File: src/rtl/audio_mix_pkg.sv
// Shared types and helpers for the multi-channel audio mixer and its PWM output stage.
package audio_mix_pkg;

    typedef enum logic [1:0] {
        StIdle,
        StAccum,
        StDone
    } mix_state_e;

    // Width of the generic saturation datapath; any accumulator narrower than this fits.
    localparam int unsigned SatW = 64;

    typedef struct packed {
        logic signed [SatW-1:0] value;
        logic                   clipped;
    } sat_t;

    function automatic int unsigned acc_width(input int unsigned channels,
                                              input int unsigned a_bits);
        return a_bits + $clog2(channels) + 1;
    endfunction

    function automatic sat_t sat_signed(input logic signed [SatW-1:0] acc,
                                        input int unsigned            a_bits);
        logic signed [SatW-1:0] max_v;
        logic signed [SatW-1:0] min_v;
        sat_t                   res;
        max_v       = $signed((64'd1 << (a_bits - 1)) - 64'd1);
        min_v       = -max_v - 64'sd1;
        res.clipped = 1'b1;
        if (acc > max_v) begin
            res.value = max_v;
        end else if (acc < min_v) begin
            res.value = min_v;
        end else begin
            res.value   = acc;
            res.clipped = 1'b0;
        end
        return res;
    endfunction

endpackage

File: src/rtl/audio_mix_pwm_if.sv
// Sample-frame handshake between a producer core and the audio mixer.
interface audio_mix_pwm_if #(
    parameter int unsigned CHANNELS = 4,
    parameter int unsigned A_BITS   = 11,
    parameter int unsigned VOL_BITS = 3
);
    logic                         in_valid;
    logic                         in_ready;
    logic [CHANNELS*A_BITS-1:0]   in_samples;
    logic [CHANNELS*VOL_BITS-1:0] in_vol;

    modport master (
        output in_valid,
        output in_samples,
        output in_vol,
        input  in_ready
    );

    modport slave (
        input  in_valid,
        input  in_samples,
        input  in_vol,
        output in_ready
    );
endinterface

File: src/rtl/audio_pwm_core.sv
// PWM counter, duty register and registered 1-bit output.
// AUDIO_MIX_CHOP_EN adds a per-period phase bit that alternates left- and right-aligned pulses.
module audio_pwm_core #(
    parameter int unsigned PWM_BITS = 7
) (
    input  logic                clk,
    input  logic                reset_n,
    input  logic                enable_i,
    input  logic                load_i,
    input  logic [PWM_BITS-1:0] duty_i,
    output logic                wrap_o,
    output logic                period_start_o,
    output logic                audio_o
);

    localparam logic [PWM_BITS-1:0] CntMax  = '1;
    localparam logic [PWM_BITS-1:0] DutyMid = PWM_BITS'(1 << (PWM_BITS - 1));

    logic [PWM_BITS-1:0] cnt_q, cnt_d;
    logic [PWM_BITS-1:0] duty_q, duty_d;
    logic                audio_q, audio_d;
    logic                period_start_q;
    logic                pulse_high;

    assign wrap_o = enable_i && (cnt_q == CntMax);

`ifdef AUDIO_MIX_CHOP_EN
    logic                phase_q;
    logic [PWM_BITS:0]   rise_at;

    // Odd periods: pulse ends at the period end, same high count as the left-aligned form.
    always_comb begin
        rise_at    = {1'b1, {PWM_BITS{1'b0}}} - {1'b0, duty_q};
        pulse_high = phase_q ? ({1'b0, cnt_q} >= rise_at) : (duty_q > cnt_q);
    end

    always_ff @(posedge clk or negedge reset_n) begin
        if (!reset_n) begin
            phase_q <= 1'b0;
        end else if (wrap_o) begin
            phase_q <= ~phase_q;
        end
    end
`else
    always_comb begin
        pulse_high = duty_q > cnt_q;
    end
`endif

    always_comb begin
        cnt_d   = cnt_q;
        duty_d  = duty_q;
        audio_d = audio_q;
        if (enable_i) begin
            cnt_d   = cnt_q + 1'b1;
            audio_d = pulse_high;
        end
        if (wrap_o && load_i) begin
            duty_d = duty_i;
        end
    end

    always_ff @(posedge clk or negedge reset_n) begin
        if (!reset_n) begin
            cnt_q          <= '0;
            duty_q         <= DutyMid;
            audio_q        <= 1'b0;
            period_start_q <= 1'b0;
        end else begin
            cnt_q          <= cnt_d;
            duty_q         <= duty_d;
            audio_q        <= audio_d;
            period_start_q <= wrap_o;
        end
    end

    assign period_start_o = period_start_q;
    assign audio_o        = audio_q;

endmodule

File: src/rtl/audio_mix_pwm.sv
// Multi-channel attenuate/mix/saturate front end feeding a 1-bit PWM audio output.
// Optional AUDIO_MIX_CHOP_EN selects alternating pulse alignment inside audio_pwm_core.
module audio_mix_pwm
    import audio_mix_pkg::*;
#(
    parameter int unsigned CHANNELS = 4,
    parameter int unsigned A_BITS   = 11,
    parameter int unsigned PWM_BITS = 7,
    parameter int unsigned VOL_BITS = 3
) (
    input  logic                  clk,
    input  logic                  reset_n,
    input  logic                  enable,
    audio_mix_pwm_if.slave        bus,
    input  logic                  clip_clear,
    output logic                  clip,
    output logic                  period_start,
    output logic                  audio_out
);

    localparam int unsigned    AccW   = acc_width(CHANNELS, A_BITS);
    localparam int unsigned    ChW    = (CHANNELS > 1) ? $clog2(CHANNELS) : 1;
    localparam logic [ChW-1:0] LastCh = ChW'(CHANNELS - 1);

    mix_state_e                 state_q;
    logic signed [A_BITS-1:0]   samples_q [CHANNELS];
    logic        [VOL_BITS-1:0] vols_q    [CHANNELS];
    logic signed [AccW-1:0]     acc_q;
    logic        [ChW-1:0]      ch_q;
    logic        [PWM_BITS-1:0] duty_next_q;
    logic                       clip_q;

    logic                       wrap;
    logic                       load_pending;
    logic                       last_ch;
    logic                       clip_set;
    logic signed [A_BITS-1:0]   cur_sample;
    logic        [VOL_BITS-1:0] cur_vol;
    logic signed [AccW-1:0]     term;
    logic signed [AccW-1:0]     acc_sum;
    sat_t                       sat;
    logic        [PWM_BITS-1:0] duty_conv;
    logic                       unused_sat;

    always_comb begin
        cur_sample = samples_q[ch_q];
        cur_vol    = vols_q[ch_q];
        term       = $signed({{(AccW - A_BITS){cur_sample[A_BITS-1]}}, cur_sample}) >>> cur_vol;
        acc_sum    = acc_q + term;
        sat        = sat_signed({{(SatW - AccW){acc_sum[AccW-1]}}, acc_sum}, A_BITS);
        // Offset-binary duty: top PWM_BITS of the mix with the sign bit flipped.
        duty_conv              = sat.value[A_BITS-1 -: PWM_BITS];
        duty_conv[PWM_BITS-1]  = ~duty_conv[PWM_BITS-1];
    end

    assign unused_sat   = ^sat.value;
    assign last_ch      = (ch_q == LastCh);
    assign clip_set     = (state_q == StAccum) && last_ch && sat.clipped;
    assign load_pending = (state_q == StDone);

    always_ff @(posedge clk or negedge reset_n) begin
        if (!reset_n) begin
            state_q     <= StIdle;
            acc_q       <= '0;
            ch_q        <= '0;
            duty_next_q <= '0;
            clip_q      <= 1'b0;
            for (int i = 0; i < int'(CHANNELS); i++) begin
                samples_q[i] <= '0;
                vols_q[i]    <= '0;
            end
        end else begin
            if (clip_set) begin
                clip_q <= 1'b1;
            end else if (clip_clear) begin
                clip_q <= 1'b0;
            end
            unique case (state_q)
                StIdle: begin
                    if (bus.in_valid) begin
                        for (int i = 0; i < int'(CHANNELS); i++) begin
                            samples_q[i] <= bus.in_samples[i*A_BITS +: A_BITS];
                            vols_q[i]    <= bus.in_vol[i*VOL_BITS +: VOL_BITS];
                        end
                        acc_q   <= '0;
                        ch_q    <= '0;
                        state_q <= StAccum;
                    end
                end
                StAccum: begin
                    acc_q <= acc_sum;
                    ch_q  <= ch_q + 1'b1;
                    if (last_ch) begin
                        duty_next_q <= duty_conv;
                        state_q     <= StDone;
                    end
                end
                StDone: begin
                    // Hand over only at a period boundary so no period mixes two duties.
                    if (wrap) begin
                        state_q <= StIdle;
                    end
                end
                default: state_q <= StIdle;
            endcase
        end
    end

    assign bus.in_ready = (state_q == StIdle);
    assign clip         = clip_q;

    audio_pwm_core #(
        .PWM_BITS(PWM_BITS)
    ) u_pwm (
        .clk           (clk),
        .reset_n       (reset_n),
        .enable_i      (enable),
        .load_i        (load_pending),
        .duty_i        (duty_next_q),
        .wrap_o        (wrap),
        .period_start_o(period_start),
        .audio_o       (audio_out)
    );

endmodule

File: src/flat_wrapper.sv
// flat-port wrapper written by rule: the top's interface ports become plain ports
module audio_mix_pwm_flat import audio_mix_pkg::*;
#(
    parameter int unsigned CHANNELS = 4,
    parameter int unsigned A_BITS   = 11,
    parameter int unsigned PWM_BITS = 7,
    parameter int unsigned VOL_BITS = 3
)
  (clk, reset_n, enable, clip_clear, clip, period_start, audio_out, bus_in_valid, bus_in_samples, bus_in_vol, bus_in_ready);
  audio_mix_pwm_if #(.CHANNELS(CHANNELS), .A_BITS(A_BITS), .VOL_BITS(VOL_BITS)) bus_i ();
  input  logic clk;
  input  logic reset_n;
  input  logic enable;
  input  logic clip_clear;
  output logic clip;
  output logic period_start;
  output logic audio_out;
  input wire logic [$bits(bus_i.in_valid)-1:0] bus_in_valid;
  input wire logic [$bits(bus_i.in_samples)-1:0] bus_in_samples;
  input wire logic [$bits(bus_i.in_vol)-1:0] bus_in_vol;
  output wire logic [$bits(bus_i.in_ready)-1:0] bus_in_ready;
  assign bus_i.in_valid = bus_in_valid;
  assign bus_i.in_samples = bus_in_samples;
  assign bus_i.in_vol = bus_in_vol;
  assign bus_in_ready = bus_i.in_ready;
  audio_mix_pwm #(.CHANNELS(CHANNELS), .A_BITS(A_BITS), .PWM_BITS(PWM_BITS), .VOL_BITS(VOL_BITS)) u_core (.clk(clk), .reset_n(reset_n), .enable(enable), .bus(bus_i), .clip_clear(clip_clear), .clip(clip), .period_start(period_start), .audio_out(audio_out));
endmodule
File: config.mk
export PLATFORM = sky130hd
export DESIGN_NAME = audio_mix_pwm_flat
export DESIGN_NICKNAME = d
export VERILOG_FILES = /design/src/rtl/audio_mix_pkg.sv /design/src/rtl/audio_mix_pwm_if.sv /design/src/rtl/audio_pwm_core.sv /design/src/rtl/audio_mix_pwm.sv /design/src/flat_wrapper.sv
export SDC_FILE = /design/constraint.sdc
export NUM_CORES = 1
export LEC_CHECK = 0
export BUFFER_PORTS_ARGS = -buffer_cell sky130_fd_sc_hd__buf_4
export CAP_MARGIN = 20
export CORE_ASPECT_RATIO = 0.7
export CORE_MARGIN = 3
export CORE_UTILIZATION = 53
export CTS_CLUSTER_DIAMETER = 200
export DETAILED_ROUTE_END_ITERATION = 8
export HOLD_SLACK_MARGIN = 0.15
export MAX_ROUTING_LAYER = met4
export PLACE_DENSITY = 0.77
export SKIP_CTS_REPAIR_TIMING = 1
export SYNTH_ARGS = -nofsm -noshare
export SYNTH_HDL_FRONTEND = slang
export SYNTH_SLANG_ARGS = --single-unit
File: constraint.sdc
create_clock -name clk -period 3.89 [get_ports clk]
set_input_delay 0.389 -clock clk [delete_from_list [all_inputs] [get_ports clk]]
set_output_delay 0.389 -clock clk [all_outputs]
set_load 0.1 [all_outputs]
# --- Yosys cells after proc, flatten, opt, wreduce, memory -nomap -nowiden ---
# Cells that the tools add are included.
# Widths: inputs -> output; s select.
word_totals:
  out_inout_bits: 4
  register_bits: 98
  elab_cells: 65
  input_bits: 61
classes:
  magnitude_cmp: 4
  reduce_logical: 11
  addsub: 3
  muxes: 20
  n_eq_ne: 7
  shifts: 1
  n_bitwise: 2
op_table:
  columns: ["operator", "count"]
  rows:
  - ["$mux 11", 4]
  - ["$pmux 14 s2", 1]
  - ["$bmux 11 s2", 1]
  - ["$add 14x14->14", 1]
  - ["$gt 14x11->1 const B", 1]
  - ["$lt 14x11->1 const B", 1]
  - ["$mux 14", 1]
  - ["$sshr 11x3->14", 1]
  - ["$mux 2", 4]
  - ["$add 7x1->7 const B", 1]
  - ["$eq 7x7->1 const B", 1]
  - ["$gt 7x7->1", 1]
  - ["$bmux 3 s2", 1]
  - ["$mux 3", 2]
  - ["$pmux 2 s3", 1]
  - ["$reduce_and 2->1", 3]
  - ["$eq 2x2->1 const B", 2]
  - ["$logic_and 1x1->1", 4]
  - ["$mux 1", 4]
  - ["$ne 2x1->1 const B", 2]
  - ["$pmux 2 s2", 1]
  - ["$reduce_bool 2->1", 2]
  - ["$ge 3x3->1 const B", 1]
  - ["$not 2->3", 1]
  - ["6 further kinds", 6]

# --- Logic depth before layout (Yosys ltp) ---
depth:
  ltp_word: 11
  mapped_depth: 17
  depth_no_buf: 15

# --- Hierarchy ---
# Synthesis repeated with hierarchy kept, for this count alone.
unflattened:
  cells_unflattened: 547
  area_unflattened_um2: 5303.8
by_module_without_submodules:
  columns: ["module", "cells_per_inst", "n_inst", "area_per_inst_um2", "seq_area_each_um2"]
  rows:
  - ["audio_mix_pwm", 477, 1, 4474.3, 2052.0]
  - ["audio_pwm_core", 70, 1, 829.5, 401.6]

# --- Worst setup path after synthesis ---
# OpenSTA, ideal clock, no wires.
synth_timing:
  kind: "flip-flop to flip-flop"
  startpoint: "register u_core.ch_q[0]"
  endpoint: "register u_core.duty_next_q[0]"
  arrival_ps: 4090
  synth_period_minus_slack_ps: 4166
  path_stages_with_launch: 14
  setup_time_ps: 77
  n_path_buf: 2
  required_time_ps: 3813
  setup_slack_ps: -276
  cell_sequence: "dfrtp_1 -> buf_2 -> mux4_2 -> clkbuf_1 -> mux2_2 -> mux4_2 -> ha_1 -> nor2b_1 -> o31a_1 -> o21bai_1 -> a21boi_0 -> or4_4 -> a21o_1 -> o21ai_1"
synth_via:
  elab_chain_cells: 9
  word_cells_on_any_way: 15
  cone_classes: "add/sub: 1; order compare: 2; eq/ne: 1; shift: 1; mux: 8; bitwise: 1; reduce/logical: 1"
synth_rtl:
  columns: ["element", "line", "source"]
  rows:
  - ["start, declared", "audio_mix_pwm.sv:29", "logic [ChW-1:0] ch_q;"]
  - ["start signal, assigned", "audio_mix_pwm.sv:92", "ch_q <= ch_q + 1'b1;"]
  - ["$not 2->3 (implied by the code)", "audio_mix_pwm.sv:46, audio_mix_pwm.sv:47", null]
  - ["$bmux 11 s2 / $bmux 3 s2 (equally long branches)", "audio_mix_pwm.sv:46, audio_mix_pwm.sv:47", null]
  - ["$mux 11 (implied by the code) / $mux 3 (equally long branches) (2 in series)", "audio_mix_pwm.sv:46, audio_mix_pwm.sv:47", null]
  - ["$sshr 11x3->14", "audio_mix_pwm.sv:48", "term = $signed({{(AccW - A_BITS){cur_sample[A_BITS-1]}}, cur_sample}) >>> cur_vol;"]
  - ["$add 14x14->14", "audio_mix_pwm.sv:49", "acc_sum = acc_q + term;"]
  - ["$lt 14x11->1", "audio_mix_pkg.sv:33", "end else if (acc < min_v) begin"]
  - ["$mux 11", "audio_mix_pkg.sv:33", null]
  - ["$mux 11", "audio_mix_pkg.sv:31", "if (acc > max_v) begin"]
  - ["end signal, assigned", "audio_mix_pwm.sv:94", "duty_next_q <= duty_conv;"]
  - ["end, declared", "audio_mix_pwm.sv:30", "logic [PWM_BITS-1:0] duty_next_q;"]
# Several ways; a longest one is shown, not always the timed one. The select of a mux whose other input is x is not followed.
# A chain may end at the register's enable or synchronous reset.

# --- Final worst setup path ---
layout_timing:
  startpoint: "register u_core.ch_q[0]"
  endpoint: "register u_core.duty_next_q[1]"
# The elaborated chain is that of the path after synthesis.

==> impl_metrics.yaml <==
synthesis:
  synthArstFlopShare: 1.00
  syn_area_um2: 5240
  syn_area_per_cell_um2: 9.45
  synth_top_area_cell: "dfrtp_1"
  yosys_warnings: 0
  yosysSeqAreaShare: 0.469
  yosys.cell_types.count: 44
  ys.flop_type: "dfrtp_1"
  synth-edff-count: 0
  yosys-top-cells-count: "198 x nand2_1, 97 x dfrtp_1, 23 x o21ai_0"
  yosysTopAreaCellShare: 0.464
  syn_nets: 638
  synth.area.top_cells: "dfrtp_1 46%, nand2_1 14%, mux4_2 6.5%"
  synth_most_common_cell: "nand2_1"
  synth-seq-cells: 98
  synth_cells: 554
status:
  status: "complete, but fails checks"
  failed_checks: "setup timing"
cts:
  worstSkewPairLatency_ns: 0.35
  cts_tree: "yes"
  cts_buffers: 9
  clk_pin_slew_ns: 0.07
  cts_max_path_buffers: 2
  numClockSinks: 98
  cts_root_buf: "clkbuf_16"
  cts.htree.levels: 3
timing:
  worst_pin_slew_ns: 0.989
  period_share: 1.05
  finalHoldViolCount: 0
  rsz0062_at_grt: "true"
  slew_viol_final: 0
  finalClockSkew_ns: 0.00828
  setup-violations-final: 7
  max_freq_ghz: 0.246
  final.setup.worst_slack_ns: -0.183
  relSlewSlack: 0.341
  period_minus_slack_ns: 4.07
  holdWs_ns: 0.142
run:
  drv_cap: 0
detailed_routing:
  drtAntennaViolNets: 0
  vias: 4382
  via_per_inst: 5.59
  dr.first_iter.drc_count: 348
  drc: 0
  drt_wl_total_um: 13100
  drtPass1Iterations: 5
  wl_per_cell_um: 16.7
worst_setup_path:
  arrival_ns: 4.34
  cp-end-kind: "flip-flop"
  crit_fanout: 6
  required_ns: 4.16
  critical_path_class: "flip-flop to flip-flop"
  startpoint_type: "flip-flop"
finish:
  fill_cells: 644
  drive_above_1_share: 0.309
  seq_area_um2: 2450
  nNetsFinal: 739
  multiInputGateArea_um2: 2830
  syn2layout_area_growth_pct: 28.3
  fin_util: 0.721
  diodes: 0
  final-instance-count-excl-fill: 784
global_route:
  grt_pass1_wl_um: 20700
  antenna_found_initial: 0
  grt_max_degree: 67
  grt_util_all_layers: 0.237
  grt_pass1_vias: 4265
  gr-total-overflow: 0
die:
  coreArea_um2: 9330
  die_height_um: 89.2
  die_area_um2: 11100
  die_x_um: 125
  num_rows: 29
  io_pins: 65
  start_util: 0.562
hold_path:
  hold_path.class: "input port to asynchronous set/reset pin"
place:
  dp_slack_ns: -0.158
  hpwlAfterDp_um: 8720
  placed_cells: 749
  io_buffers: 64
  gp_congestion: 0.930
[worst max-delay path: stages (launching register included)]
cell and delay, ns:
dfrtp_2 0.44, buf_6 0.12, mux4_2 0.63, buf_6 0.19, nor2_2 0.14, a21oi_2 0.06
mux2i_1 0.17, ha_2 0.23, inv_2 0.05, fa_2 0.39, nor2b_4 0.13, o31a_1 0.21
o21bai_4 0.09, and3b_1 0.18, or4_4 0.54, a21o_4 0.27, o21ai_2 0.14
[per-stage QoR]
stage | cell area [um^2] | TNS, ns
6_report | 6720 | -0.995
5_1_grt | 6720 | -2.22
4_1_cts | 6360 | -1.45
3_5_place_dp | 6040 | -0.996
3_3_place_gp | 6040 | -0.0834
2_1_floorplan | 5270 | 0
[cells in the final DEF, fill, tap and decap left out, drive strengths merged, types with 5 or more instances in the layout]
master / Yosys / routed
nand2: 199 / 199
buf: 4 / 115
dfrtp: 97 / 97
o21ai: 29 / 29
a21oi: 22 / 22
ha: 22 / 22
mux2: 19 / 19
nand3: 17 / 17
mux4: 15 / 16
inv: 13 / 14
xnor2: 11 / 11
nor2: 11 / 11
mux2i: 10 / 10
clkbuf: 22 / 10
xor2: 7 / 7
o211ai: 7 / 7
a21o: 5 / 5
[kinds of logic (layout without fill, tap and decap cells)]
| logic type | Yosys count | in the layout | synth area share |
|---|---|---|---|
| AO/OA/AOI/OAI | 80 | 80 | 0.0930 |
| multiplexers | 44 | 45 | 0.124 |
| flip-flops | 98 | 98 | 0.469 |
| XOR/XNOR | 18 | 18 | 0.0301 |
| adder cells (fa/ha/maj) | 23 | 23 | 0.0564 |
| buffers and inverters | 39 | 144 | 0.0284 |
| AND/OR/NAND/NOR | 252 | 252 | 0.199 |
[layout make-up]
type / count / share of cell area
multi-input combinational: 418 / 0.421
sequential: 98 / 0.365
clock buffer: 10 / 0.0356
clock inverter: 6 / 0.0130
tap: 124 / 0.0231
inverter: 13 / 0.00726
timing repair buffer: 115 / 0.135
[state kept, by name, indices dropped and copies added (netlist names), 2 cells and up]
signal	count
u_core.state_q	2
u_core.u_pwm.cnt_q	7
u_core.acc_q	14
u_core.duty_next_q	7
u_core.u_pwm.duty_q	7
u_core.vols_q	12
u_core.samples_q	44
u_core.ch_q	2
[metal layers]
metal  vias to the layer above  part of all wire  routed length [um]  track usage
li1                       2084                 -                   -            -
met1                      2131              0.46                6090        0.325
met2                       142              0.46                6090        0.363
met5                         -                 0                   0            -
met4                         0             0.015                 196       0.0677
met3                        25             0.057                 741       0.0507
[final timing paths]
path	from	end	slack (ns)	cells past startpoint
worst max register to register	u_core.ch_q[0]$_DFFE_PN0P_	u_core.duty_next_q[1]$_DFFE_PN0P_	-0.18	16
min in group clk	bus_in_samples[38]	u_core.samples_q[5]$_DFFE_PN0P_	0.23	3
worst max-delay path	u_core.ch_q[0]$_DFFE_PN0P_	u_core.duty_next_q[1]$_DFFE_PN0P_	-0.18	16
worst min register to register	u_core.samples_q[34]$_DFFE_PN0P_	u_core.samples_q[34]$_DFFE_PN0P_	0.47	2
max in group asynchronous	reset_n	u_core.samples_q[37]$_DFFE_PN0P_	2.80	2
worst min-delay path	reset_n	u_core.vols_q[7]$_DFFE_PN0P_	0.14	1
Power is not shown: default switching activity piles up to over one toggle a cycle in this logic, so the estimate is an artifact.
